### src/rtl/reg_wb_ctrl_pkg.sv
// reg_wb_ctrl_pkg
// Shared definitions for the integer register file write-back path.
// Holds the register data width (RegBus), register address width
// (RegAddrBus), the architectural register count (RegNum), the width of
// each pending-write counter, and the write-back source identifiers.
package reg_wb_ctrl_pkg;

  localparam int RegBusW  = 32;
  localparam int RegAddrW = 5;
  localparam int RegNum   = 32;
  localparam int SbCntW   = 2;

  // Which write-back source was granted most recently; drives round-robin.
  typedef enum logic {
    SRC_ALU  = 1'b0,
    SRC_LOAD = 1'b1
  } wbSrc_e;

endpackage

### src/rtl/reg_scoreboard.sv
// reg_scoreboard
// Pending-write scoreboard for the integer register file. Keeps one
// saturating-free counter per architectural register (x0 never tracked)
// counting reservations from issue that have not yet been written back.
// Ports:
//   clk_i, rst_i            clock, synchronous active-high reset
//   rsvValid_i/rsvAddr_i    issue stage reserves a destination register
//   rsvReady_o              reservation can be accepted (counter not full)
//   relValid_i/relAddr_i    register file write in progress (release)
//   qAddr1_i/qAddr2_i       query addresses
//   busy1_o/busy2_o         queried register still has an outstanding writer
//   flush_i                 clear all counters
//   sbErr_o                 sticky: release seen on a zero counter
module reg_scoreboard
  import reg_wb_ctrl_pkg::*;
#(
  parameter int ADDR_W   = RegAddrW,
  parameter int NUM_REGS = RegNum,
  parameter int CNT_W    = SbCntW
) (
  input  logic              clk_i,
  input  logic              rst_i,
  input  logic              rsvValid_i,
  input  logic [ADDR_W-1:0] rsvAddr_i,
  output logic              rsvReady_o,
  input  logic              relValid_i,
  input  logic [ADDR_W-1:0] relAddr_i,
  input  logic [ADDR_W-1:0] qAddr1_i,
  input  logic [ADDR_W-1:0] qAddr2_i,
  output logic              busy1_o,
  output logic              busy2_o,
  input  logic              flush_i,
  output logic              sbErr_o
);

  localparam logic [CNT_W-1:0] CntMax = '1;

  logic [CNT_W-1:0] cnt_q [NUM_REGS];
  logic [CNT_W-1:0] cnt_d [NUM_REGS];
  logic             sbErr_q, sbErr_d;
  logic             rsvFire, relFire;

  // Reservation handshake and release qualification. Writes to x0 never
  // touch the scoreboard, so x0 is always reservable and never released.
  always_comb begin
    rsvReady_o = (rsvAddr_i == '0) || (cnt_q[rsvAddr_i] != CntMax);
    rsvFire    = rsvValid_i && rsvReady_o && (rsvAddr_i != '0);
    relFire    = relValid_i && (relAddr_i != '0);
  end

  // Busy mirrors the register file's write bypass: a register being written
  // this cycle already has its value visible to readers, so it is not busy.
  always_comb begin
    busy1_o = (qAddr1_i != '0) && (cnt_q[qAddr1_i] != '0) &&
              !(relValid_i && (relAddr_i == qAddr1_i));
    busy2_o = (qAddr2_i != '0) && (cnt_q[qAddr2_i] != '0) &&
              !(relValid_i && (relAddr_i == qAddr2_i));
  end

  // Counter next-state. Flush wins over everything, including the release
  // of the write that is in flight during the flush cycle. A reserve and a
  // release on the same register cancel out. Releasing an empty counter
  // holds it at zero and latches the error flag.
  always_comb begin
    sbErr_d = sbErr_q;
    for (int i = 0; i < NUM_REGS; i++) begin
      cnt_d[i] = cnt_q[i];
      if (flush_i || (i == 0)) begin
        cnt_d[i] = '0;
      end else begin
        if (rsvFire && (rsvAddr_i == ADDR_W'(i)) &&
            !(relFire && (relAddr_i == ADDR_W'(i)))) begin
          cnt_d[i] = cnt_q[i] + 1'b1;
        end else if (relFire && (relAddr_i == ADDR_W'(i)) &&
                     !(rsvFire && (rsvAddr_i == ADDR_W'(i)))) begin
          if (cnt_q[i] == '0) begin
            sbErr_d = 1'b1;
          end else begin
            cnt_d[i] = cnt_q[i] - 1'b1;
          end
        end
      end
    end
  end

  // Counter and error flag registers.
  always_ff @(posedge clk_i) begin
    if (rst_i) begin
      for (int i = 0; i < NUM_REGS; i++) begin
        cnt_q[i] <= '0;
      end
      sbErr_q <= 1'b0;
    end else begin
      cnt_q   <= cnt_d;
      sbErr_q <= sbErr_d;
    end
  end

  assign sbErr_o = sbErr_q;

endmodule

### src/rtl/reg_wb_ctrl.sv
// reg_wb_ctrl
// Write-back controller owning the integer register file's single write
// port. Arbitrates round-robin between source 0 (ALU/branch) and source 1
// (load), registers the winning write for one cycle, and tracks pending
// writers through reg_scoreboard.
// Ports:
//   clk, rst                        clock, synchronous active-high reset
//   s0_*/s1_*                       valid/ready write-back sources
//   w_addr/write_request/w_data     register file write port
//   rsv_valid/rsv_addr/rsv_ready    destination reservation from issue
//   q_addr1/q_addr2, busy1/busy2    scoreboard queries
//   flush                           drop all reservations
//   sb_err                          sticky scoreboard underflow flag
module reg_wb_ctrl
  import reg_wb_ctrl_pkg::*;
#(
  parameter int DATA_W   = RegBusW,
  parameter int ADDR_W   = RegAddrW,
  parameter int NUM_REGS = RegNum,
  parameter int CNT_W    = SbCntW
) (
  input  logic              clk,
  input  logic              rst,
  input  logic              s0_valid,
  input  logic [ADDR_W-1:0] s0_addr,
  input  logic [DATA_W-1:0] s0_data,
  output logic              s0_ready,
  input  logic              s1_valid,
  input  logic [ADDR_W-1:0] s1_addr,
  input  logic [DATA_W-1:0] s1_data,
  output logic              s1_ready,
  output logic [ADDR_W-1:0] w_addr,
  output logic              write_request,
  output logic [DATA_W-1:0] w_data,
  input  logic              rsv_valid,
  input  logic [ADDR_W-1:0] rsv_addr,
  output logic              rsv_ready,
  input  logic [ADDR_W-1:0] q_addr1,
  input  logic [ADDR_W-1:0] q_addr2,
  output logic              busy1,
  output logic              busy2,
  input  logic              flush,
  output logic              sb_err
);

  wbSrc_e            lastGrant_q, lastGrant_d;
  logic [ADDR_W-1:0] wAddr_q, wAddr_d;
  logic [DATA_W-1:0] wData_q, wData_d;
  logic              wReq_q, wReq_d;
  logic              grant0, grant1;

  // Round-robin arbitration. Source 0 wins unless source 1 is also valid
  // and source 0 was the last one granted; source 1 takes whatever is left,
  // so the two grants can never be high together.
  always_comb begin
    grant0 = s0_valid && (!s1_valid || (lastGrant_q == SRC_LOAD));
    grant1 = s1_valid && !grant0;
  end

  assign s0_ready = grant0;
  assign s1_ready = grant1;

  // Output stage next-state. A grant is always a transfer because grants
  // are only raised for valid sources. Address/data are captured for every
  // transfer, but a write to x0 never raises write_request. With no
  // transfer, write_request drops so it lasts exactly one cycle.
  always_comb begin
    lastGrant_d = lastGrant_q;
    wAddr_d     = wAddr_q;
    wData_d     = wData_q;
    wReq_d      = 1'b0;
    if (grant0) begin
      lastGrant_d = SRC_ALU;
      wAddr_d     = s0_addr;
      wData_d     = s0_data;
      wReq_d      = (s0_addr != '0);
    end else if (grant1) begin
      lastGrant_d = SRC_LOAD;
      wAddr_d     = s1_addr;
      wData_d     = s1_data;
      wReq_d      = (s1_addr != '0);
    end
  end

  // Arbitration history and registered write port. Reset drops any write
  // that would otherwise have been issued in the following cycle.
  always_ff @(posedge clk) begin
    if (rst) begin
      lastGrant_q <= SRC_LOAD;
      wAddr_q     <= '0;
      wData_q     <= '0;
      wReq_q      <= 1'b0;
    end else begin
      lastGrant_q <= lastGrant_d;
      wAddr_q     <= wAddr_d;
      wData_q     <= wData_d;
      wReq_q      <= wReq_d;
    end
  end

  assign w_addr        = wAddr_q;
  assign w_data        = wData_q;
  assign write_request = wReq_q;

  // The write in progress on the register file port is the scoreboard
  // release for that register.
  reg_scoreboard #(
    .ADDR_W   (ADDR_W),
    .NUM_REGS (NUM_REGS),
    .CNT_W    (CNT_W)
  ) uScoreboard (
    .clk_i      (clk),
    .rst_i      (rst),
    .rsvValid_i (rsv_valid),
    .rsvAddr_i  (rsv_addr),
    .rsvReady_o (rsv_ready),
    .relValid_i (wReq_q),
    .relAddr_i  (wAddr_q),
    .qAddr1_i   (q_addr1),
    .qAddr2_i   (q_addr2),
    .busy1_o    (busy1),
    .busy2_o    (busy2),
    .flush_i    (flush),
    .sbErr_o    (sb_err)
  );

endmodule

### config.mk
export PLATFORM = sky130hd
export DESIGN_NAME = reg_wb_ctrl
export DESIGN_NICKNAME = d
export VERILOG_FILES = /design/src/rtl/reg_wb_ctrl_pkg.sv /design/src/rtl/reg_scoreboard.sv /design/src/rtl/reg_wb_ctrl.sv
export SDC_FILE = /design/constraint.sdc
export NUM_CORES = 1
export LEC_CHECK = 0
export BUFFER_PORTS_ARGS = -buffer_cell sky130_fd_sc_hd__buf_2
export CELL_PAD_IN_SITES_DETAIL_PLACEMENT = 1
export CELL_PAD_IN_SITES_GLOBAL_PLACEMENT = 2
export CORE_UTILIZATION = 36
export CTS_CLUSTER_DIAMETER = 150
export DETAILED_ROUTE_END_ITERATION = 10
export PLACE_DENSITY = 0.89
export SYNTH_ARGS = -nofsm -noshare
export SYNTH_HDL_FRONTEND = slang
export SYNTH_SLANG_ARGS = --single-unit
### constraint.sdc
create_clock -name clk -period 5.45 [get_ports clk]
set_input_delay 0 -clock clk [delete_from_list [all_inputs] [get_ports clk]]
set_output_delay 0 -clock clk [all_outputs]
set_load 0.1 [all_outputs]
# After elaboration in Yosys (flattened, before gate mapping)
# Cells that the tools add are included.
# Widths: inputs -> output; s select.
[word_totals]
elab_cells = 741
regBits = 102
out_inout_bits = 44
input_bits = 95
[op_classes]
n_eq_ne = 96
magnitude_cmp = 3
n_reduce_logical = 307
mux = 234
bitwise_logic = 3
addsub = 62
[ops]
columns = ["operator", "n"]
rows = [
  ["$mux 2", 99],
  ["$eq 5x5->1 const B", 32],
  ["$logic_and 1x1->1", 135],
  ["$mux 1", 128],
  ["$eq 5x4->1 const B", 16],
  ["$reduce_bool 2->1", 34],
  ["$logic_not 1->1", 66],
  ["$mux 32", 2],
  ["$add 2x1->2 const B", 31],
  ["$logic_not 2->1", 31],
  ["$ne 2x1->1 const B", 31],
  ["$reduce_and 2->1", 31],
  ["$sub 2x1->2 const B", 31],
  ["$eq 5x3->1 const B", 8],
  ["$bmux 2 s5", 3],
  ["$reduce_bool 5->1", 6],
  ["$eq 5x2->1 const B", 4],
  ["$ge 6x6->1 const B", 3],
  ["$not 5->6", 3],
  ["$eq 5x1->1 const B", 2],
  ["$eq 5x5->1", 2],
  ["$mux 5", 2],
  ["$logic_not 5->1", 1],
  ["$logic_or 1x1->1", 2],
  ["2 further kinds", 2],
]

# Logic depth before layout (Yosys ltp)
# Gate-level depths: netlist of run 1.
[logic_depth]
ltp_word = 134
mapped_depth = 15
depth_no_buf = 11

# Modules after synthesis
# From an unflattened synthesis of run 1, not the netlist that was laid out.
[hier_totals]
cells_unflattened = 1069
area_unflattened_um2 = 8490.6
[by_module_without_submodules]
columns = ["module", "instances", "seq_area_each_um2", "cells_each", "area_per_inst_um2"]
rows = [
  ["reg_scoreboard", 1, 1261.2, 843, 6317.3],
  ["reg_wb_ctrl", 1, 780.7, 226, 2173.3],
]

# Least setup slack after synthesis of run 1
# OpenSTA, ideal clock, no wires.
[synth_timing]
path_kind = "register to output"
start = "register wAddr_q[0] (netlist: w_addr[0])"
end = "output busy2"
required_time_ns = 5.450
stages_incl_launch_ff = 7
arrival_ns = 4.179
slack_ns = 1.271
n_path_buf = 1
cell_sequence = "dfxtp_1 -> clkbuf_1 -> xor2_1 -> nor4_1 -> and3_1 -> or3_1 -> a211oi_1"
[synth_between]
elab_chain_cells = 4
[synth_rtl]
columns = ["item", "line", "rtl"]
rows = [
  ["start, declared", "reg_wb_ctrl.sv:47", "logic [ADDR_W-1:0] wAddr_q, wAddr_d;"],
  ["start signal, assigned", "reg_wb_ctrl.sv:95", "wAddr_q <= wAddr_d;"],
  ["$eq 5x5->1", "reg_scoreboard.sv:57", "!(relValid_i && (relAddr_i == qAddr2_i));"],
  ["$logic_and 1x1->1", "reg_scoreboard.sv:57", ""],
  ["$logic_not 1->1", "reg_scoreboard.sv:57", ""],
  ["$logic_and 1x1->1", "reg_scoreboard.sv:56", "busy2_o = (qAddr2_i != '0) && (cnt_q[qAddr2_i] != '0) &&"],
  ["end, declared", "reg_wb_ctrl.sv:41", "output logic busy2,"],
]
# Every way passes these cells.

# Worst setup path in the final report of run 1
[layout_timing]
start = "register uScoreboard.cnt_q[44] in the netlist's numbering"
end = "register uScoreboard.sbErr_q (netlist: uScoreboard.sbErr_o)"
[layout_between]
elab_chain_cells = 133
word_cells_on_any_way = 255
classes_between = "1 x eq/ne; 126 x mux; 128 x reduce/logical"
[layout_rtl]
columns = ["item", "line", "rtl"]
rows = [
  ["start, declared", "reg_scoreboard.sv:38", "logic [CNT_W-1:0] cnt_q [NUM_REGS];"],
  ["start signal, assigned", "reg_scoreboard.sv:94", "cnt_q <= cnt_d;"],
  ["$bmux 2 s5", "reg_scoreboard.sv:46", "rsvReady_o = (rsvAddr_i == '0) || (cnt_q[rsvAddr_i] != CntMax);"],
  ["$mux 2 (implied by the code) (2 in a row)", "reg_scoreboard.sv:46", ""],
  ["$ne 2x2->1", "reg_scoreboard.sv:46", ""],
  ["$logic_or 1x1->1", "reg_scoreboard.sv:46", ""],
  ["$logic_and 1x1->1 (2 in a row)", "reg_scoreboard.sv:47", "rsvFire = rsvValid_i && rsvReady_o && (rsvAddr_i != '0);"],
  ["$logic_and 1x1->1", "reg_scoreboard.sv:71, reg_scoreboard.sv:75", ""],
  ["$logic_not 1->1", "reg_scoreboard.sv:75", "!(rsvFire && (rsvAddr_i == ADDR_W'(i)))) begin"],
  ["$logic_and 1x1->1", "reg_scoreboard.sv:74", "end else if (relFire && (relAddr_i == ADDR_W'(i)) &&"],
  ["[115 not listed]", "n/a", ""],
  ["$mux 1", "reg_scoreboard.sv:76", "if (cnt_q[i] == '0) begin"],
  ["$mux 1", "reg_scoreboard.sv:74", ""],
  ["$mux 1", "reg_scoreboard.sv:71", "if (rsvFire && (rsvAddr_i == ADDR_W'(i)) &&"],
  ["$mux 1", "reg_scoreboard.sv:68", "if (flush_i || (i == 0)) begin"],
  ["$mux 1", "reg_scoreboard.sv:76", ""],
  ["$mux 1", "reg_scoreboard.sv:74", ""],
  ["$mux 1", "reg_scoreboard.sv:71", ""],
  ["$mux 1 (*)", "reg_scoreboard.sv:68", ""],
  ["end signal, assigned", "reg_scoreboard.sv:95", "sbErr_q <= sbErr_d;"],
  ["end, declared", "reg_scoreboard.sv:40", "logic sbErr_q, sbErr_d;"],
]
# Mark *: on every way between the ends. The rest lies on a longest branch, timed or not. The select of a mux whose other input is x is not followed.
# A chain may end at the register's enable or synchronous reset.

==> flow_summary.toml, run 1 <==
[timing]
worst_slack_ns = 1.76
hold_viol_final = 0
fin_setup_tns_ns = 0
rsz0062_at_grt = "false"
maxClockFrequency_mhz = 271
relSlewSlack = 0.376
finalSetupViolCount = 0
drv_slew = 0
period_minus_slack_ns = 3.69
clock_skew_ns = 0.0125
worst_slew_pin_slew_ns = 0.927
finalCritPeriodShare = 0.676

[cts]
clk_path_buf_depth = 2
clk_pin_slew_worst_paths_ns = 0.08
ctsHoldBuffers = 70
cts_root_buf = "clkbuf_16"
clock-sinks = 102
clk_latency_ns = 0.37
cts_resized = 0
cts_tree = "built"
numCtsBuffers = 9
h-tree-depth = 3
post_cts_buffers = 0

[critical_path]
crit_family = "simple AND/OR/NAND/NOR gates"
cp_cell_sequence = "mux4_1 > mux2i_1 > and3_1 > a211oi_2 > buf_4 > or4_1 > ha_1 > nor4b_1 > nor4_1 > nand4_1 > nor2_1 > nor3_1"
worstPathArrival_ns = 3.90
start_kind = "flop"
end_kind = "flop"
critPathMaxFanout = 30
crit_buf_inv = 1
critPathKind = "reg -> reg"
slowest_delay_ns = 0.68
worst_ep_required_time_ns = 5.67
cp_slowest_cell = "nor4_1"

[global_routing]
grt_start_max_net_pins = 63
grt_pass1_wl_um = 48100
antenna_found_initial = 0
track_usage = 0.276
grt_pass1_vias = 8722
overflow = 0

[floorplan]
io_pins = 139
die_w_um = 151
initial_utilization = 0.367
dieArea_um2 = 22900
coreArea_um2 = 21800
dieHeight_um = 151
rows = 54

[logic_synthesis]
syn-cell-area_um2 = 8010
seq_area_frac_synth = 0.255
syn_nets = 1188
netlist_instances = 1031
synth.distinct_cells = 52
syn_area_per_cell_um2 = 7.77
synth_warnings = 0
synth-seq-cells = 102

[placed_design]
place_ws_ns = 1.62
place_congestion = 0.910
port_buffers = 138
dp.cells = 1392
place_hpwl_um = 21600

[drt]
drt_iter0_drc = 573
viasPerCell = 5.81
dr.pass1.iters = 7
wl_per_cell_um = 20.7
finalWirelength_um = 30600
drc_errors = 0
antenna_left = 0
vias = 8587

[pwr]
pwr_density_cell_nw_per_um2 = 213
ir_worst_vdd_mv = 0.134
power_leakage_nw = 4.23

[final_layout]
antenna_cells = 0
syn_to_final_growth_pct = 23.0
fin_cells = 1477
layout-drive-gt1-share = 0.165
final_nets = 1350

[run]
max_cap_viol_count = 0

[run_status]
run_status = "complete, no violations"

[worst_hold_path]
hold_class = "in -> reg"
## metrics by stage
| step | util | power [W] | hold WS (ns) | area (um2) |
|---|---|---|---|---|
| 6_report | 0.451 | 0.00210 | 0.00696 | 9850 |
| 2_1_floorplan | - | 0.00119 | 0.183 | 8010 |
| 5_1_grt | 0.451 | 0.00218 | 0.00985 | 9850 |
| 3_5_place_dp | 0.405 | 0.00131 | 0.290 | 8830 |
| 3_3_place_gp | 0.405 | 0.00131 | 0.278 | 8830 |
| 4_1_cts | 0.451 | 0.00211 | 0.00594 | 9850 |
## final timing paths
path / start / slack (ns) / endpoint / cells after the start
max: uScoreboard.cnt_q[44]$_SDFFE_PP0P_ / 1.76 / uScoreboard.sbErr_o$_SDFF_PP0_ / 12
min: s1_data[10] / 0.007 / w_data[10]$_SDFFE_PP0P_ / 3
max reg2reg: uScoreboard.cnt_q[44]$_SDFFE_PP0P_ / 1.76 / uScoreboard.sbErr_o$_SDFF_PP0_ / 12
min reg2reg: uScoreboard.cnt_q[26]$_SDFFE_PP0P_ / 0.55 / uScoreboard.cnt_q[26]$_SDFFE_PP0P_ / 2
## state kept, by name, summed over array words and instances (netlist names)
name / flops
lastGrant_q: 1
uScoreboard.cnt_q: 62
uScoreboard.sbErr_o: 1
w_addr: 5
w_data: 32
write_request: 1
## area by class of cell
class	instances	area [um2]
well taps	280	350
flip-flops and latches	102	2040
multi-input cells	830	5570
clock inverters	4	77.6
clock buffers	11	243
inverters	36	135
fillers	2701	12000
repair buffers	214	1440
## Yosys cell counts, drive strengths merged
| cell | number | share of area |
|---|---|---|
| a31oi | 4 | 0.0031 |
| o32ai | 1 | 0.0011 |
| nand4 | 2 | 0.0016 |
| nor2b | 54 | 0.042 |
| ha | 62 | 0.097 |
| or2 | 2 | 0.0016 |
| or4 | 5 | 0.0052 |
| nor4b | 31 | 0.034 |
| and3b | 2 | 0.0022 |
| nand3b | 1 | 0.00094 |
| dfxtp | 102 | 0.25 |
| or4b | 1 | 0.0012 |
| mux4 | 16 | 0.047 |
| buf | 18 | 0.013 |
| a22oi | 6 | 0.011 |
| nor3b | 18 | 0.017 |
| o22ai | 1 | 0.00078 |
| nand2b | 10 | 0.0078 |
| a2111oi | 8 | 0.0087 |
| clkbuf | 45 | 0.021 |
| nor4 | 19 | 0.015 |
| o21ai | 86 | 0.054 |
| inv | 36 | 0.017 |
| or3b | 1 | 0.0011 |
| mux2 | 16 | 0.022 |
| mux2i | 42 | 0.052 |
| or3 | 16 | 0.012 |
| xnor2 | 2 | 0.0022 |
| a211oi | 46 | 0.043 |
| and2 | 3 | 0.0023 |
| o31ai | 3 | 0.0028 |
| nor2 | 133 | 0.062 |
| nor3 | 38 | 0.024 |
| nand3 | 1 | 0.00062 |
| a311o | 1 | 0.0012 |
| a221oi | 3 | 0.0041 |
| a22o | 1 | 0.0011 |
| o31a | 1 | 0.0011 |
| a211o | 2 | 0.0022 |
| nand2 | 105 | 0.049 |
| and3 | 4 | 0.0031 |
| xor2 | 8 | 0.0087 |
| a21oi | 75 | 0.047 |
## cells in the final DEF, fill, tap and decap left out, types with 4 or more instances in the layout
| master | instances |
|---|---|
| buf_2 | 138 |
| nor2_1 | 133 |
| nand2_1 | 104 |
| dfxtp_1 | 102 |
| o21ai_0 | 86 |
| a21oi_1 | 75 |
| dlygate4sd3_1 | 70 |
| ha_1 | 62 |
| nor2b_1 | 54 |
| a211oi_1 | 45 |
| mux2i_1 | 42 |
| nor3_1 | 38 |
| inv_1 | 36 |
| nor4b_1 | 31 |
| nor4_1 | 19 |
| nor3b_1 | 18 |
| or3_1 | 16 |
| mux2_2 | 16 |
| mux4_2 | 11 |
| nand2b_1 | 10 |
| clkbuf_16 | 9 |
| a2111oi_0 | 8 |
| xor2_1 | 8 |
| buf_4 | 6 |
| mux4_1 | 5 |
| and3_1 | 4 |
| a31oi_1 | 4 |
| or4_1 | 4 |
## cell families (layout without fill, tap and decap cells)
kind of cell / count (synthesis) / in the layout / share of synthesized area
simple gates: 446 / 446 / 0.283
compound gates: 238 / 238 / 0.181
flops: 102 / 102 / 0.255
buf+inv: 99 / 265 / 0.0511
mux: 74 / 74 / 0.122
fa+ha+maj: 62 / 62 / 0.0968
xor+xnor: 10 / 10 / 0.0109
## power breakdown
group	switching, W	internal [W]	total [W]
combinational	0.000398	0.000161	0.000559
sequential	0.0000288	0.000770	0.000799
clock	0.000324	0.000417	0.000741
total	0.000751	0.00135	0.00210
## worst min-delay path: stages
cell      delay, ns
buf_2          0.10
mux2i_1        0.13
a211oi_1       0.08
## routing by layer
metal	track usage	share of wire	vias up	wire, um
li1	-	-	4021	-
met1	0.345	0.43	4174	13000
met2	0.472	0.47	344	14500
met3	0.0545	0.077	48	2370
met4	0.0900	0.023	0	698
met5	0	0	-	0
Note: power is estimated with default switching activity, not from simulation.
==> run 2: changes to the inputs <==
CORE_UTILIZATION = 33   (was 36)
PLACE_DENSITY = 0.83   (was 0.89)
clock period = 3.5 ns   (was 5.45 ns; I/O delays follow)
==> run 2 against run 1 <==
  * Flip-flop and latch count unchanged
  * Core utilization fell by 1.5 points
  * Maximum frequency is 12% higher
  * Worst hold slack worse by 0.00057 ns
  * Highest routed layer is now met5
==> flow_summary.toml, run 2 (synthesis results as in run 1) <==
[global_routing]
track_usage = 0.269
antenna_found_initial = 1
overflow = 0
grt_pass1_wl_um = 50700
grt_pass1_vias = 8836
grt_start_max_net_pins = 41

[cts]
clk_latency_ns = 0.37
ctsHoldBuffers = 68
clock-sinks = 102
cts_resized = 0
numCtsBuffers = 9
clk_path_buf_depth = 2
post_cts_buffers = 0
cts_tree = "built"
clk_pin_slew_worst_paths_ns = 0.08
cts_root_buf = "clkbuf_16"
h-tree-depth = 3

[floorplan]
rows = 56
initial_utilization = 0.339
dieArea_um2 = 24900
io_pins = 139
coreArea_um2 = 23600
dieHeight_um = 158
die_w_um = 158

[worst_hold_path]
holdPathEnd = "w_addr[2]$_SDFFE_PP0P_"
holdPathStages = 3
min_from = "s1_addr[2]"
hold_class = "in -> reg"

[pwr]
ir_worst_vdd_mv = 0.261
pwr_density_cell_nw_per_um2 = 307
power_leakage_nw = 4.52

[timing]
relSlewSlack = 0.439
finalCritPeriodShare = 0.936
finalSetupViolCount = 0
rsz0062_at_grt = "false"
hold_viol_final = 0
period_minus_slack_ns = 3.28
drv_slew = 0
clock_skew_ns = 0.0170
fin_setup_tns_ns = 0
worst_slew_pin_slew_ns = 0.820
worst_slack_ns = 0.223
maxClockFrequency_mhz = 305

[drt]
viasPerCell = 5.58
antenna_left = 0
dr.pass1.iters = 5
finalWirelength_um = 32800
drt_iter0_drc = 662
wl_per_cell_um = 20.8
vias = 8795
drc_errors = 0

[critical_path]
critPathKind = "reg -> reg"
crit_family = "simple AND/OR/NAND/NOR gates"
crit_buf_inv = 1
cp_cell_sequence = "mux2_2 > a221oi_1 > o31a_1 > a211oi_2 > buf_4 > or4_1 > ha_1 > nor4b_1 > nor4_1 > nand4_1 > nor2_1 > nor3_1"
r2r-end = "uScoreboard.sbErr_o$_SDFF_PP0_"
startpoint = "uScoreboard.cnt_q[60]$_SDFFE_PP0P_"
worstPathArrival_ns = 3.51
slowest_delay_ns = 0.41
worst_ep_required_time_ns = 3.73
start_kind = "flop"
cp_slowest_cell = "dfxtp_1"
critPathMaxFanout = 10
worstReg2RegStart = "uScoreboard.cnt_q[60]$_SDFFE_PP0P_"
ff2ff_path_depth = 12
end_kind = "flop"
timing.reg2reg.setup_slack_ns = 0.22

[final_layout]
syn_to_final_growth_pct = 28.7
layout-drive-gt1-share = 0.208
mostFrequentLayoutCell = "buf_2"
largest_register_ff_count = 62
final_core_util = 0.437
antenna_cells = 0
final_cell_mix = "buf_2 (138), nor2_1 (133), nand2_1 (104)"
final_area_um2 = 10300
largest_register = "uScoreboard.cnt_q"
fillers = 2906
final_nets = 1410

[placed_design]
place_ws_ns = 0.0930
port_buffers = 138
place_congestion = 0.976
place_area_um2 = 9360
place_hpwl_um = 24300

[run]
max_cap_viol_count = 0

[run_status]
run_status = "complete, no violations"
==> run 2: changes by cell type in the layout (fill, tap and decap cells not counted), sizes merged <==
cell         before  now
dlygate4sd3      70   68
buf             144  206
bufinv            2    0
clkbuf           11   10
clkinvlp          0    3
==> run 2: layout make-up <==
cell class                      instances  area, um2  share of cell area
Sequential cell                       102       2040               0.198
Timing Repair Buffer                  274       1880               0.183
Multi-Input combinational cell        830       5580               0.541
Clock inverter                          5       42.5             0.00413
Tap cell                              319        399              0.0387
Clock buffer                           10        229              0.0222
Inverter                               36        135              0.0131
==> run 2: metal layers <==
layer,wire length (um),vias to the layer above,global-route usage,part of all wire
met5,11,-,0,0.00034
met4,681,2,0.0800,0.021
met3,2280,37,0.0446,0.070
met2,15000,333,0.446,0.46
met1,14800,4291,0.357,0.45
li1,-,4132,-,-
==> run 2: stage by stage <==
step	hold slack, ns	total power, W	cells
3_5_place_dp	0.298	0.00208	1493
4_1_cts	0.0000492	0.00317	1576
2_1_floorplan	0.183	0.00185	1031
5_1_grt	0.0267	0.00328	1576
6_report	0.00639	0.00316	1576
3_3_place_gp	0.288	0.00207	1493
==> run 2: worst max path at each step <==
stage / end / slack [ns] / cells past startpoint
after floorplan: busy2 / 0.28 / 6
after detailed placement: uScoreboard.sbErr_o$_SDFF_PP0_ / 0.09 / 14
final: uScoreboard.sbErr_o$_SDFF_PP0_ / 0.22 / 12
after global placement: uScoreboard.sbErr_o$_SDFF_PP0_ / 0.22 / 14
after global routing: uScoreboard.sbErr_o$_SDFF_PP0_ / 0.02 / 12
after CTS: uScoreboard.sbErr_o$_SDFF_PP0_ / 0.27 / 12
==> run 2: power breakdown <==
group / internal [W] / switching [W]
Clock: 0.000489 / 0.000531
Combinational: 0.000268 / 0.000637
Sequential: 0.00120 / 0.0000407
Total: 0.00196 / 0.00121
==> run 2: worst reg2reg max path: cells and delay by family, from the launching register on <==
family	cells	cell delay (ns)
adders and majority gates	1	0.21
and+or+nand+nor	6	1.38
AOI/OAI and AO/OA	3	0.65
muxes	1	0.31
DFF	1	0.41
buffers and inverters	1	0.19
